**src/rtl/simon_pkg.sv**
```systemverilog
// Shared types and widths for the Simon Says note path.
package simon_pkg;

    localparam int unsigned NOTE_W    = 3;
    localparam int unsigned DUR_W     = 2;
    localparam int unsigned NUM_NOTES = 8;

    typedef enum logic [1:0] {
        IDLE   = 2'd0,
        PLAY   = 2'd1,
        GAP    = 2'd2,
        FINISH = 2'd3
    } seq_state_t;

    typedef struct packed {
        logic [NOTE_W-1:0] note;
        logic [DUR_W-1:0]  dur;
    } note_entry_t;

endpackage

```
**src/rtl/tick_counter.sv**
```systemverilog
// Loadable down-counter; zero is registered and holds once the count expires.
module tick_counter #(
    parameter int unsigned W = 8
) (
    input  logic         clk,
    input  logic         reset,
    input  logic         load,
    input  logic [W-1:0] load_value,
    output logic         zero
);

    logic [W-1:0] value;

    always_ff @(posedge clk) begin
        if (reset) begin
            value <= '0;
            zero  <= 1'b1;
        end else if (load) begin
            value <= load_value;
            zero  <= (load_value == '0);
        end else if (value != '0) begin
            value <= value - W'(1);
            zero  <= (value == W'(1));
        end
    end

endmodule

```
**src/rtl/note_sequencer.sv**
```systemverilog
// Note buffer plus playback FSM: plays each stored note for its duration,
// then a fixed silent gap, and pulses done at the end.
module note_sequencer import simon_pkg::*; #(
    parameter int unsigned DEPTH          = 32,
    parameter int unsigned TICKS_PER_UNIT = 12500000,
    parameter int unsigned GAP_TICKS      = 2500000
) (
    input  logic                   clk,
    input  logic                   reset,
    input  logic                   append_valid,
    input  logic [NOTE_W-1:0]      append_note,
    input  logic [DUR_W-1:0]       append_dur,
    output logic                   append_ready,
    input  logic                   clear,
    input  logic                   start,
    output logic [NUM_NOTES-1:0]   note_onehot,
    output logic                   busy,
    output logic                   done,
    output logic [$clog2(DEPTH):0] count
);

    localparam int unsigned IDX_W     = $clog2(DEPTH);
    localparam int unsigned CNT_W     = IDX_W + 1;
    localparam int unsigned MAX_TICKS = (4 * TICKS_PER_UNIT > GAP_TICKS) ? 4 * TICKS_PER_UNIT : GAP_TICKS;
    localparam int unsigned TICK_W    = (MAX_TICKS > 2) ? $clog2(MAX_TICKS) : 1;

    // Longest load is 4*TICKS_PER_UNIT-1, which TICK_W always holds.
    function automatic logic [TICK_W-1:0] dur_ticks(input logic [DUR_W-1:0] d);
        return TICK_W'((32'(d) + 32'd1) * TICKS_PER_UNIT - 32'd1);
    endfunction

    function automatic logic [NUM_NOTES-1:0] onehot(input logic [NOTE_W-1:0] n);
        return NUM_NOTES'(1) << n;
    endfunction

    seq_state_t            state, state_nx;
    logic [IDX_W-1:0]      idx, idx_nx;
    logic [CNT_W-1:0]      count_nx;
    logic [NUM_NOTES-1:0]  onehot_nx;
    note_entry_t           buffer [DEPTH];

    logic                  zero;
    logic                  load_c;
    logic [TICK_W-1:0]     load_value_c;
    logic                  wr_en_c;
    logic                  idx_is_last_c;
    logic                  busy_nx_c;
    note_entry_t           app_entry_c, first_entry_c, next_entry_c;

    assign app_entry_c   = '{note: append_note, dur: append_dur};
    assign wr_en_c       = append_valid & append_ready & ~clear;
    assign idx_is_last_c = ({1'b0, idx} == count - CNT_W'(1));
    // A note appended in the same cycle as start must be visible as entry 0.
    assign first_entry_c = (wr_en_c && count == '0) ? app_entry_c : buffer[0];
    assign next_entry_c  = buffer[idx + IDX_W'(1)];
    assign busy_nx_c     = (state_nx == PLAY) || (state_nx == GAP);

    tick_counter #(.W(TICK_W)) u_ticks (
        .clk        (clk),
        .reset      (reset),
        .load       (load_c),
        .load_value (load_value_c),
        .zero       (zero)
    );

    always_comb begin
        state_nx     = state;
        idx_nx       = idx;
        count_nx     = count;
        onehot_nx    = note_onehot;
        load_c       = 1'b0;
        load_value_c = '0;
        if (clear) begin
            state_nx  = IDLE;
            count_nx  = '0;
            onehot_nx = '0;
        end else begin
            if (wr_en_c) count_nx = count + CNT_W'(1);
            case (state)
                IDLE: begin
                    if (start) begin
                        if (count_nx != '0) begin
                            state_nx     = PLAY;
                            idx_nx       = '0;
                            load_c       = 1'b1;
                            load_value_c = dur_ticks(first_entry_c.dur);
                            onehot_nx    = onehot(first_entry_c.note);
                        end else begin
                            state_nx = FINISH;
                        end
                    end
                end
                PLAY: begin
                    if (zero) begin
                        state_nx     = GAP;
                        load_c       = 1'b1;
                        load_value_c = TICK_W'(GAP_TICKS - 1);
                        onehot_nx    = '0;
                    end
                end
                GAP: begin
                    if (zero) begin
                        if (idx_is_last_c) begin
                            state_nx = FINISH;
                        end else begin
                            state_nx     = PLAY;
                            idx_nx       = idx + IDX_W'(1);
                            load_c       = 1'b1;
                            load_value_c = dur_ticks(next_entry_c.dur);
                            onehot_nx    = onehot(next_entry_c.note);
                        end
                    end
                end
                FINISH: state_nx = IDLE;
                default: begin
                    state_nx  = IDLE;
                    onehot_nx = '0;
                end
            endcase
        end
    end

    always_ff @(posedge clk) begin
        if (reset) begin
            state        <= IDLE;
            idx          <= '0;
            count        <= '0;
            note_onehot  <= '0;
            busy         <= 1'b0;
            done         <= 1'b0;
            append_ready <= 1'b1;
        end else begin
            state        <= state_nx;
            idx          <= idx_nx;
            count        <= count_nx;
            note_onehot  <= onehot_nx;
            busy         <= busy_nx_c;
            done         <= (state_nx == FINISH);
            append_ready <= ~busy_nx_c && (count_nx < CNT_W'(DEPTH));
        end
    end

    always_ff @(posedge clk) begin
        if (wr_en_c && !reset) buffer[count[IDX_W-1:0]] <= app_entry_c;
    end

endmodule

```
**config.mk**
```make
export PLATFORM = sky130hd
export DESIGN_NAME = note_sequencer
export DESIGN_NICKNAME = d
export VERILOG_FILES = /design/src/rtl/simon_pkg.sv /design/src/rtl/tick_counter.sv /design/src/rtl/note_sequencer.sv
export SDC_FILE = /design/constraint.sdc
export NUM_CORES = 1
export LEC_CHECK = 0
export BUFFER_PORTS_ARGS = -buffer_cell sky130_fd_sc_hd__buf_2
export CORE_MARGIN = 2
export CORE_UTILIZATION = 51
export DETAILED_ROUTE_END_ITERATION = 12
export GPL_TIMING_DRIVEN = 0
export HOLD_SLACK_MARGIN = 0.02
export PLACE_DENSITY = 0.7
export SLEW_MARGIN = 30
export SYNTH_ARGS = -nofsm -noshare
export SYNTH_HDL_FRONTEND = slang
export SYNTH_SLANG_ARGS = --single-unit
```
**constraint.sdc**
```tcl
create_clock -name clk -period 3.63 [get_ports clk]
set_input_delay 0.5445 -clock clk [delete_from_list [all_inputs] [get_ports clk]]
set_output_delay 0.5445 -clock clk [all_outputs]
set_load 0.05 [all_outputs]
```
### Word level (Yosys, flattened, before mapping)

Memory sizes are Yosys's and may differ from the RTL's.
Cells that the tools add are included.
W data, S select, Z words.

| word-level totals | value |
|---|---|
| bits in registers | 51 |
| RAM bits | 160 |
| logic and storage cells | 98 |
| memories kept | 1 |

| operators by class | value |
|---|---|
| add/sub/neg operators | 8 |
| multiply operators | 2 |
| magnitude comparators | 1 |
| eq/ne operators | 13 |
| shift operators | 2 |
| multiplexer cells | 42 |
| bitwise gates (word level) | 4 |
| reductions and logical operators | 16 |

Memories:

| memory | words | bits a word | read ports | clocked after memory_dff | wr ports | line | RTL |
|---|---|---|---|---|---|---|---|
| buffer | 32 | 5 | 2 | 0 | 1 | note_sequencer.sv:40 | `note_entry_t buffer [DEPTH];` |

Operators by type and width:

| kind | number |
|---|---|
| $mux W26 | 7 |
| $pmux W26 S3 | 1 |
| $sub A26 B1 Y26 const B | 3 |
| $mul A3 B19 Y21 const B | 2 |
| $mux W8 | 5 |
| $eq A26 B1 Y1 const B | 1 |
| $logic_not A26 Y1 | 1 |
| $reduce_bool A26 Y1 | 1 |
| $mux W5 | 5 |
| $pmux W8 S3 | 1 |
| $mux W22 | 1 |
| $mux W6 | 3 |
| $shl A1 B3 Y8 const A | 2 |
| $mux W2 | 6 |
| $reduce_and A6 Y1 | 2 |
| $mux W1 | 10 |
| $pmux W5 S2 | 1 |
| $eq A2 B2 Y1 const B | 4 |
| $pmux W2 S4 | 1 |
| $add A2 B1 Y3 const B | 2 |
| $add A6 B1 Y6 const B | 1 |
| $eq A5 B6 Y1 | 1 |
| $logic_not A6 Y1 | 1 |
| $lt A6 B6 Y1 const B | 1 |
| 16 further kinds | 25 |

### Logic depth before layout (Yosys ltp)

Gate-level depths: netlist of the first run.

| depth | value |
|---|---|
| depth after elaboration | 13 |
| mapped depth | 13 |
| mapped depth without buffers | 12 |

### Cells and area by module

Synthesis of the first run repeated with hierarchy kept, for this count alone.

| unflattened totals | value |
|---|---|
| cells, all modules | 846 |
| area total of the unflattened synthesis | 10540.1 µm² |

By module, submodules not included:

| module | instances | cells an instance | area each (µm²) | sequential area each (µm²) |
|---|---|---|---|---|
| note_sequencer | 1 | 634 | 8848.5 | 5285.1 |
| tick_counter | 1 | 212 | 1691.6 | 540.5 |

### Least setup slack after synthesis of the first run

No wires, ideal clock.

| timing path | value |
|---|---|
| kind | register to register |
| from | reg idx[1] |
| to | reg u_ticks.value[7] |
| arrival | 3658 ps |
| data required time | 3560 ps |
| setup slack | -99 ps |
| cell stages (with the launch flop) | 14 |
| path through | dfxtp_1 -> ha_1 -> clkbuf_1 -> buf_2 -> clkbuf_1 -> mux4_2 -> mux4_2 -> mux2i_1 -> inv_1 -> ha_1 -> inv_1 -> ha_1 -> or3_1 -> a21oi_1 |

| between the ends | value |
|---|---|
| word-level cells in the longest chain between the ends | 10 |
| elaborated cells between the ends (all ways) | 16 |
| classes of those cells | 3 x add/sub; 1 x mul; 1 x eq/ne; 9 x mux; 1 x reduce/logical; 1 x memory |

Ends and longest elaborated chain:

| item | line | RTL |
|---|---|---|
| start, declared | note_sequencer.sv:37 | `logic [IDX_W-1:0] idx, idx_nx;` |
| start signal, assigned | note_sequencer.sv:134 | `idx <= idx_nx;` |
| $add A5 B1 Y5 | note_sequencer.sv:55 | `assign next_entry_c = buffer[idx + IDX_W'(1)];` |
| $mem_v2 Z32 W5 | n/a |  |
| $add A2 B1 Y3 | note_sequencer.sv:29 | `return TICK_W'((32'(d) + 32'd1) * TICKS_PER_UNIT - 32'd1);` |
| $mul A3 B19 Y21 | note_sequencer.sv:29 |  |
| $sub A26 B1 Y26 | note_sequencer.sv:29 |  |
| $mux W26 | note_sequencer.sv:103 | `if (idx_is_last_c) begin` |
| $mux W26 | note_sequencer.sv:102 | `if (zero) begin` |
| $pmux W26 S3 | note_sequencer.sv:79 | `case (state)` |
| $mux W26 | note_sequencer.sv:73 | `if (clear) begin` |
| $mux W26 | tick_counter.sv:18 | `end else if (load) begin` |
| end signal, assigned | tick_counter.sv:19 | `value <= load_value;` |
| end signal, assigned | tick_counter.sv:22 | `value <= value - W'(1);` |
| end, declared | tick_counter.sv:12 | `logic [W-1:0] value;` |

Parallel ways exist; a longest one is shown, timed or not.
A chain may end at the register's enable or synchronous reset.

### Worst setup path after layout of the first run

Ends and elaborated chain as after synthesis.

==> results of run 1 <==
## where the power goes
| group | total, W | internal [W] | switching [W] | leakage [nW] |
|---|---|---|---|---|
| logic | 0.000953 | 0.000400 | 0.000553 | 1.34 |
| clock network | 0.00242 | 0.00146 | 0.000959 | 0.380 |
| registers | 0.00284 | 0.00271 | 0.000125 | 1.85 |
| total | 0.00621 | 0.00457 | 0.00164 | 3.57 |
## critical path: cells and delay by family, from the launching register on
family,cells,cell delay (ns)
compound gates,1,0.14
fa+ha+maj,3,0.78
buf+inv,3,0.41
flops,1,0.36
mux,3,1.33
simple gates,1,0.35
## cell families after synthesis
group                      share of synthesized area (%)
muxes                                               13.4
DFF                                                 62.6
adders and majority gates                           2.28
and+or+nand+nor                                     10.2
AOI/OAI and AO/OA                                   6.14
xor gates and xnor gates                            3.29
buffers and inverters                               2.11
## per-layer routing
layer	part of all wire (%)	vias up	GRT usage [%]	wire, um
met3	6.1	40	3.69	1310
li1	-	2625	-	-
met4	2.6	0	6.96	558
met1	40	2906	29.4	8440
met5	0	-	0	0
met2	52	236	38.7	11000
## placed cells by master, fill, tap and decap left out, types with 4 or more instances in the layout
cell	count
buf_2	36
nand2b_1	5
nor2_1	70
mux4_2	43
o211ai_1	4
bufinv_16	4
inv_1	13
o22ai_1	8
buf_4	9
nand2_1	31
a21oi_1	21
ha_1	16
clkbuf_1	17
nand3b_1	4
clkbuf_16	23
xnor2_1	25
nor2b_1	8
nand3_1	16
dfxtp_1	50
or3_1	11
xor2_1	8
a32o_1	4
o21ai_0	4
nor3_1	20
a22o_1	4
or4_1	7
clkinv_1	4
mux2i_1	21
o21ai_1	12
edfxtp_1	160
## stage by stage
step / cells / worst slack [ns] / TNS, ns / hold WS (ns)
after CTS: 949 / 0.0336 / 0 / 0.339
after floorplan: 656 / 0.0295 / 0 / 0.473
after detailed placement: 910 / -0.941 / -5.95 / 0.463
after global routing: 957 / 0.00725 / 0 / 0.379
final: 957 / 0.195 / 0 / 0.356
after global placement: 910 / -0.900 / -5.26 / 0.452
## registers in the layout, indices dropped and copies added (netlist names)
| name | cells |
|---|---|
| note_onehot | 8 |
| append_ready | 1 |
| idx | 5 |
| done | 1 |
| state | 2 |
| busy | 1 |
| u_ticks.value | 26 |
| u_ticks.zero | 1 |
| buffer | 160 |
| count | 6 |
## how the worst max path moves through the flow
stage,startpoint,endpoint,slack (ns),cells past startpoint
final,idx[1],u_ticks.value[7],0.19,11
after detailed placement,idx[1],u_ticks.value[7],-0.94,13
after CTS,idx[1],u_ticks.value[7],0.03,12
after floorplan,idx[1],u_ticks.value[7],0.03,13
after global placement,idx[1],u_ticks.value[7],-0.90,13
after global routing,idx[2],u_ticks.value[7],0.007,11
## timing repair
action,4_1_cts,5_1_grt
hold endpoints to repair,0,0
setup endpoints to repair,14,1
gates resized for setup,14,6
pin swaps,0,1
buffers inserted,0,8
## area by class of cell
cell class | count | area, um2
clock buffer | 25 | 583
tap | 229 | 287
sequential | 211 | 5830
timing repair buffer | 33 | 185
fill | 1377 | 7310
multi-input combinational | 398 | 3350
buffer | 33 | 179
inverter | 13 | 48.8
clock inverter | 15 | 199
==> flow_metrics.env, run 1 <==
export IMPL_drt_iter0_drc=581
export IMPL_r2r_start="idx[1]"
export IMPL_drt_wl_total_um=21300
export IMPL_antenna_found_initial=0
export IMPL_clk_pin_slew_ns=0.06
export IMPL_clk_latency_ns=0.53
export IMPL_synth_edff_count=160
export IMPL_syn_nets=683
export IMPL_clockRootBuffer="clkbuf_16"
export IMPL_num_vias=5807
export IMPL_synth_warnings=0
export IMPL_postSynth_asyncResetShare_pct=0
export IMPL_period_share_pct=94.6
export IMPL_rsz0062_at_grt="false"
export IMPL_cap_violations=0
export IMPL_dieArea_um2=19400
export IMPL_initial_core_util_pct=51.8
export IMPL_r2r_end="u_ticks.value[7]"
export IMPL_tritoncts="built"
export IMPL_gp_congestion=0.854
export IMPL_worst_pin_slew_ns=0.657
export IMPL_yosysTopAreaCell="edfxtp_1"
export IMPL_fin_crit_ns=3.44
export IMPL_final_util_pct=59.3
export IMPL_syn_to_final_growth_pct=14.5
export IMPL_grt_max_degree=34
export IMPL_nNetsFinal=740
export IMPL_netlist_area_um2=9310
export IMPL_cts_sinks=211
export IMPL_overflow=0
export IMPL_path_cells="ha_4, buf_6, mux4_2, mux4_2, mux2i_2, inv_1, ha_1, inv_1, ha_1, or3_1, a21oi_1"
export IMPL_hold_path_class="in2reg"
export IMPL_die_h_um=139
export IMPL_finClkSkew_ns=0.0104
export IMPL_hp_start="clear"
export IMPL_coreArea_um2=18000
export IMPL_worstSetupPathType="reg2reg"
export IMPL_cts_made_buffers=23
export IMPL_max_stage_delay_ns=0.56
export IMPL_cp_end_kind="flip-flop"
export IMPL_status="finished, final reports clean"
export IMPL_drc_errors=0
export IMPL_htreeDepth=1
export IMPL_p_total_w=0.00621
export IMPL_pwr_density_cell_nw_per_um2=583
export IMPL_cp_max_fo=10
export IMPL_netlist_instances=656
export IMPL_slew_headroom_pct=56.1
export IMPL_dieWidth_um=139
export IMPL_ys_types=54
export IMPL_postPlaceCellArea_um2=9730
export IMPL_antenna_cells=0
export IMPL_yosysSeqAreaShare_pct=62.6
export IMPL_max_freq_mhz=291
export IMPL_arrival_ns=3.89
export IMPL_slowest_stage="mux4_2"
export IMPL_whs_path_depth=2
export IMPL_finalHoldViolations=0
export IMPL_grt_pass1_vias=5900
export IMPL_p_leak_nw=3.57
export IMPL_antenna_left=0
export IMPL_grt_pass1_wl_um=33500
export IMPL_synth_common_cells="160 x edfxtp_1, 70 x nor2_1, 51 x dfxtp_1"
export IMPL_via_per_inst=6.07
export IMPL_setup_viol=0
export IMPL_slew_violations=0
export IMPL_crit_path_start_kind="flip-flop"
export IMPL_netlist_area_leader_share_pct=51.6
export IMPL_synth_most_common_cell="edfxtp_1"
export IMPL_syn_area_per_cell_um2=14.2
export IMPL_gr_usage_all_layers_pct=22.4
export IMPL_avgRoutedWirePerCell_um=22.2
export IMPL_clk_path_buf_depth=3
export IMPL_reg2reg_depth=11
export IMPL_ys_flop_type="edfxtp_1"
export IMPL_cts_hold_buffers=0
export IMPL_port_buffers=25
export IMPL_num_rows=49
export IMPL_finalInstanceArea_um2=10700
export IMPL_synth_seq_cells=211
export IMPL_crit_required_ns=4.09
export IMPL_ys_top_cells_by_area="edfxtp_1 52%, dfxtp_1 11%, mux4_2 10%"
export IMPL_final_layout_size_suffix_gt1_share_pct=20.5
export IMPL_drtPass1Iterations=5
export IMPL_hpwl_um=14300
export IMPL_vdd_drop_max_mv=0.453
export IMPL_ios=27
export IMPL_rrSetupSlack_ns=0.19
export IMPL_hold_end="state[0]"
No activity file was read; power rests on OpenSTA's default activity.
==> inputs of run 2 (changes only) <==
--- a/config.mk
+++ b/config.mk
@@ -15,4 +15,5 @@
 export SLEW_MARGIN = 30
 export SYNTH_ARGS = -nofsm -noshare
 export SYNTH_HDL_FRONTEND = slang
+export SYNTH_HIERARCHICAL = 1
 export SYNTH_SLANG_ARGS = --single-unit
==> flow_metrics.env, run 2 <==
export IMPL_slew_violations=0
export IMPL_avgRoutedWirePerCell_um=21.7
export IMPL_ys_top_cells_by_area="edfxtp_1 46%, dfxtp_1 9.7%, mux4_2 8.1%"
export IMPL_cp_end_kind="flip-flop"
export IMPL_nNetsFinal=1009
export IMPL_fin_crit_ns=4.12
export IMPL_synth_simple_area_share_pct=15.6
export IMPL_worst_pin_slew_ns=0.834
export IMPL_synth_seq_cells=211
export IMPL_max_stage_delay_ns=0.55
export IMPL_synth_top_family_by_area="simple AND/OR/NAND/NOR gates"
export IMPL_cp_max_fo=6
export IMPL_drt_wl_total_um=27200
export IMPL_drt_iter0_drc=653
export IMPL_p_leak_nw=4.52
export IMPL_finalHoldViolations=0
export IMPL_hpwl_um=17100
export IMPL_pwr_density_cell_nw_per_um2=533
export IMPL_dieWidth_um=148
export IMPL_rsz0062_at_grt="true"
export IMPL_clk_pin_slew_ns=0.06
export IMPL_dieArea_um2=21800
export IMPL_synth_common_cells="160 x edfxtp_1, 97 x nor2_1, 66 x nand2_1"
export IMPL_grt_max_degree=37
export IMPL_final_layout_size_suffix_gt1_share_pct=34.1
export IMPL_via_per_inst=5.98
export IMPL_syn_to_final_growth_pct=25.1
export IMPL_grt_pass1_wl_um=41000
export IMPL_ios=27
export IMPL_crit_required_ns=4.09
export IMPL_worstSetupPathType="reg2reg"
export IMPL_dpl_cell_count=1143
export IMPL_whs_path_depth=3
export IMPL_setup_viol=2
export IMPL_antenna_found_initial=0
export IMPL_cts_sinks=211
export IMPL_status="finished, violations left"
export IMPL_overflow=0
export IMPL_final_common_cell="edfxtp_1"
export IMPL_crit_path_start_kind="flip-flop"
export IMPL_final_util_pct=65.2
export IMPL_drtPass1Iterations=5
export IMPL_antenna_cells=0
export IMPL_largest_reg_flops=160
export IMPL_vdd_drop_max_mv=0.575
export IMPL_coreArea_um2=20200
export IMPL_synth_warnings=6
export IMPL_clk_path_buf_depth=3
export IMPL_netlist_area_um2=10500
export IMPL_die_h_um=148
export IMPL_stdcell_count=1256
export IMPL_antenna_left=0
export IMPL_period_share_pct=113
export IMPL_final_cell_mix="160 x edfxtp_1, 92 x nor2_1, 72 x buf_4"
export IMPL_num_rows=52
export IMPL_port_buffers=26
export IMPL_synth_edff_count=160
export IMPL_slew_headroom_pct=43.9
export IMPL_synth_most_common_cell="edfxtp_1"
export IMPL_ys_flop_type="edfxtp_1"
export IMPL_hold_path_class="in2reg"
export IMPL_drc_errors=0
export IMPL_cts_made_buffers=24
export IMPL_violations="negative setup slack"
export IMPL_netlist_instances=846
export IMPL_netlist_area_leader_share_pct=45.6
export IMPL_gp_congestion=0.868
export IMPL_clk_latency_ns=0.54
export IMPL_slowest_stage="or4_4"
export IMPL_synth_mux_area_fraction_pct=11.0
export IMPL_worst_slack_ns=-0.487
export IMPL_clockRootBuffer="clkbuf_16"
export IMPL_gr_usage_all_layers_pct=24.4
export IMPL_initial_core_util_pct=52.1
export IMPL_num_vias=7509
export IMPL_path_cells="buf_6, or3_1, buf_6, or4_4, nand2_4, nand2_8, inv_8, ha_4, inv_4, ha_4, or2_4, o32ai_4, mux2_4, nor3_2, nand4b_1, o31ai_2, nor4_1, nand4_1, nor2_1, a41oi_1, o21ai_1"
export IMPL_synth_fa_ha_area_share_pct=3.51
export IMPL_cap_violations=0
export IMPL_arrival_ns=4.58
export IMPL_yosysSeqAreaShare_pct=55.3
export IMPL_max_freq_mhz=243
export IMPL_tritoncts="built"
export IMPL_yosysTopAreaCell="edfxtp_1"
export IMPL_syn_area_per_cell_um2=12.5
export IMPL_reg2reg_depth=21
export IMPL_ys_types=80
export IMPL_postSynth_asyncResetShare_pct=0
export IMPL_synth_xor_area_share_pct=2.98
export IMPL_htreeDepth=1
export IMPL_grt_pass1_vias=7309
export IMPL_finClkSkew_ns=0.0235
export IMPL_synth_compound_area_share_pct=8.50
[run 2: logic make-up after synthesis]
group	after synthesis
AOI/OAI and AO/OA	132
xor gates and xnor gates	32
adders and majority gates	29
buffers and inverters	67
DFF	211
muxes	66
other	2
and+or+nand+nor	307
[run 2: critical path: cells and delay by family (launching register included)]
kind	cells	cell delay, ns
buffers and inverters	4	0.37
AO/OA/AOI/OAI	4	0.52
adder cells (fa/ha/maj)	2	0.30
flip-flops	1	0.34
multiplexers	1	0.34
AND/OR/NAND/NOR	10	2.17
[run 2: layer usage]
metal	vias to the layer above	track usage, %	wire length (um)
met2	300	40.7	13300
met5	-	0	0
met3	68	3.21	1850
met4	0	8.65	975
met1	3690	33.1	11100
li1	3451	-	-
[run 2: report_power, final]
part / switching (W) / internal (W)
Combinational: 0.000994 / 0.000738
Clock: 0.000977 / 0.00143
Sequential: 0.000157 / 0.00273
[run 2: repair_timing]
action,4_1_cts,5_1_grt
setup buffers,46,29
hold buffers,0,0
pin swaps,33,36
endpoints found under the setup margin,27,20
gates resized for setup,78,67
gates cloned,1,0
[run 2: area by class of cell]
class	count	area (um2)
multi-input cells	569	5010
fillers	1421	7050
flip-flops and latches	211	5850
clock buffers	26	608
repair buffers	101	749
well taps	270	338
plain buffers	42	347
inverters	21	105
clock inverters	16	184
[run 2: worst paths after layout]
kind	from	to	slack, ns
worst min-delay path	reset	u_ticks/value[7]	0.40
worst max-delay path	count[2]	u_ticks/zero	-0.49
worst min register to register	note_onehot[5]	note_onehot[5]	0.46
worst max register to register	count[2]	u_ticks/zero	-0.49
[run 2: through the flow]
stage / hold slack, ns / cell area (um2) / total power, W / setup slack [ns] / TNS [ns]
CTS: 0.374 / 12700 / 0.00694 / -0.366 / -0.461
global placement: 0.443 / 11200 / 0.00446 / -1.15 / -26.97
global route: 0.409 / 13200 / 0.00732 / -0.595 / -1.12
finish: 0.400 / 13200 / 0.00703 / -0.487 / -0.645
detailed placement: 0.449 / 11200 / 0.00447 / -1.17 / -27.68
floorplan: 0.455 / 10700 / 0.00413 / -0.198 / -0.211
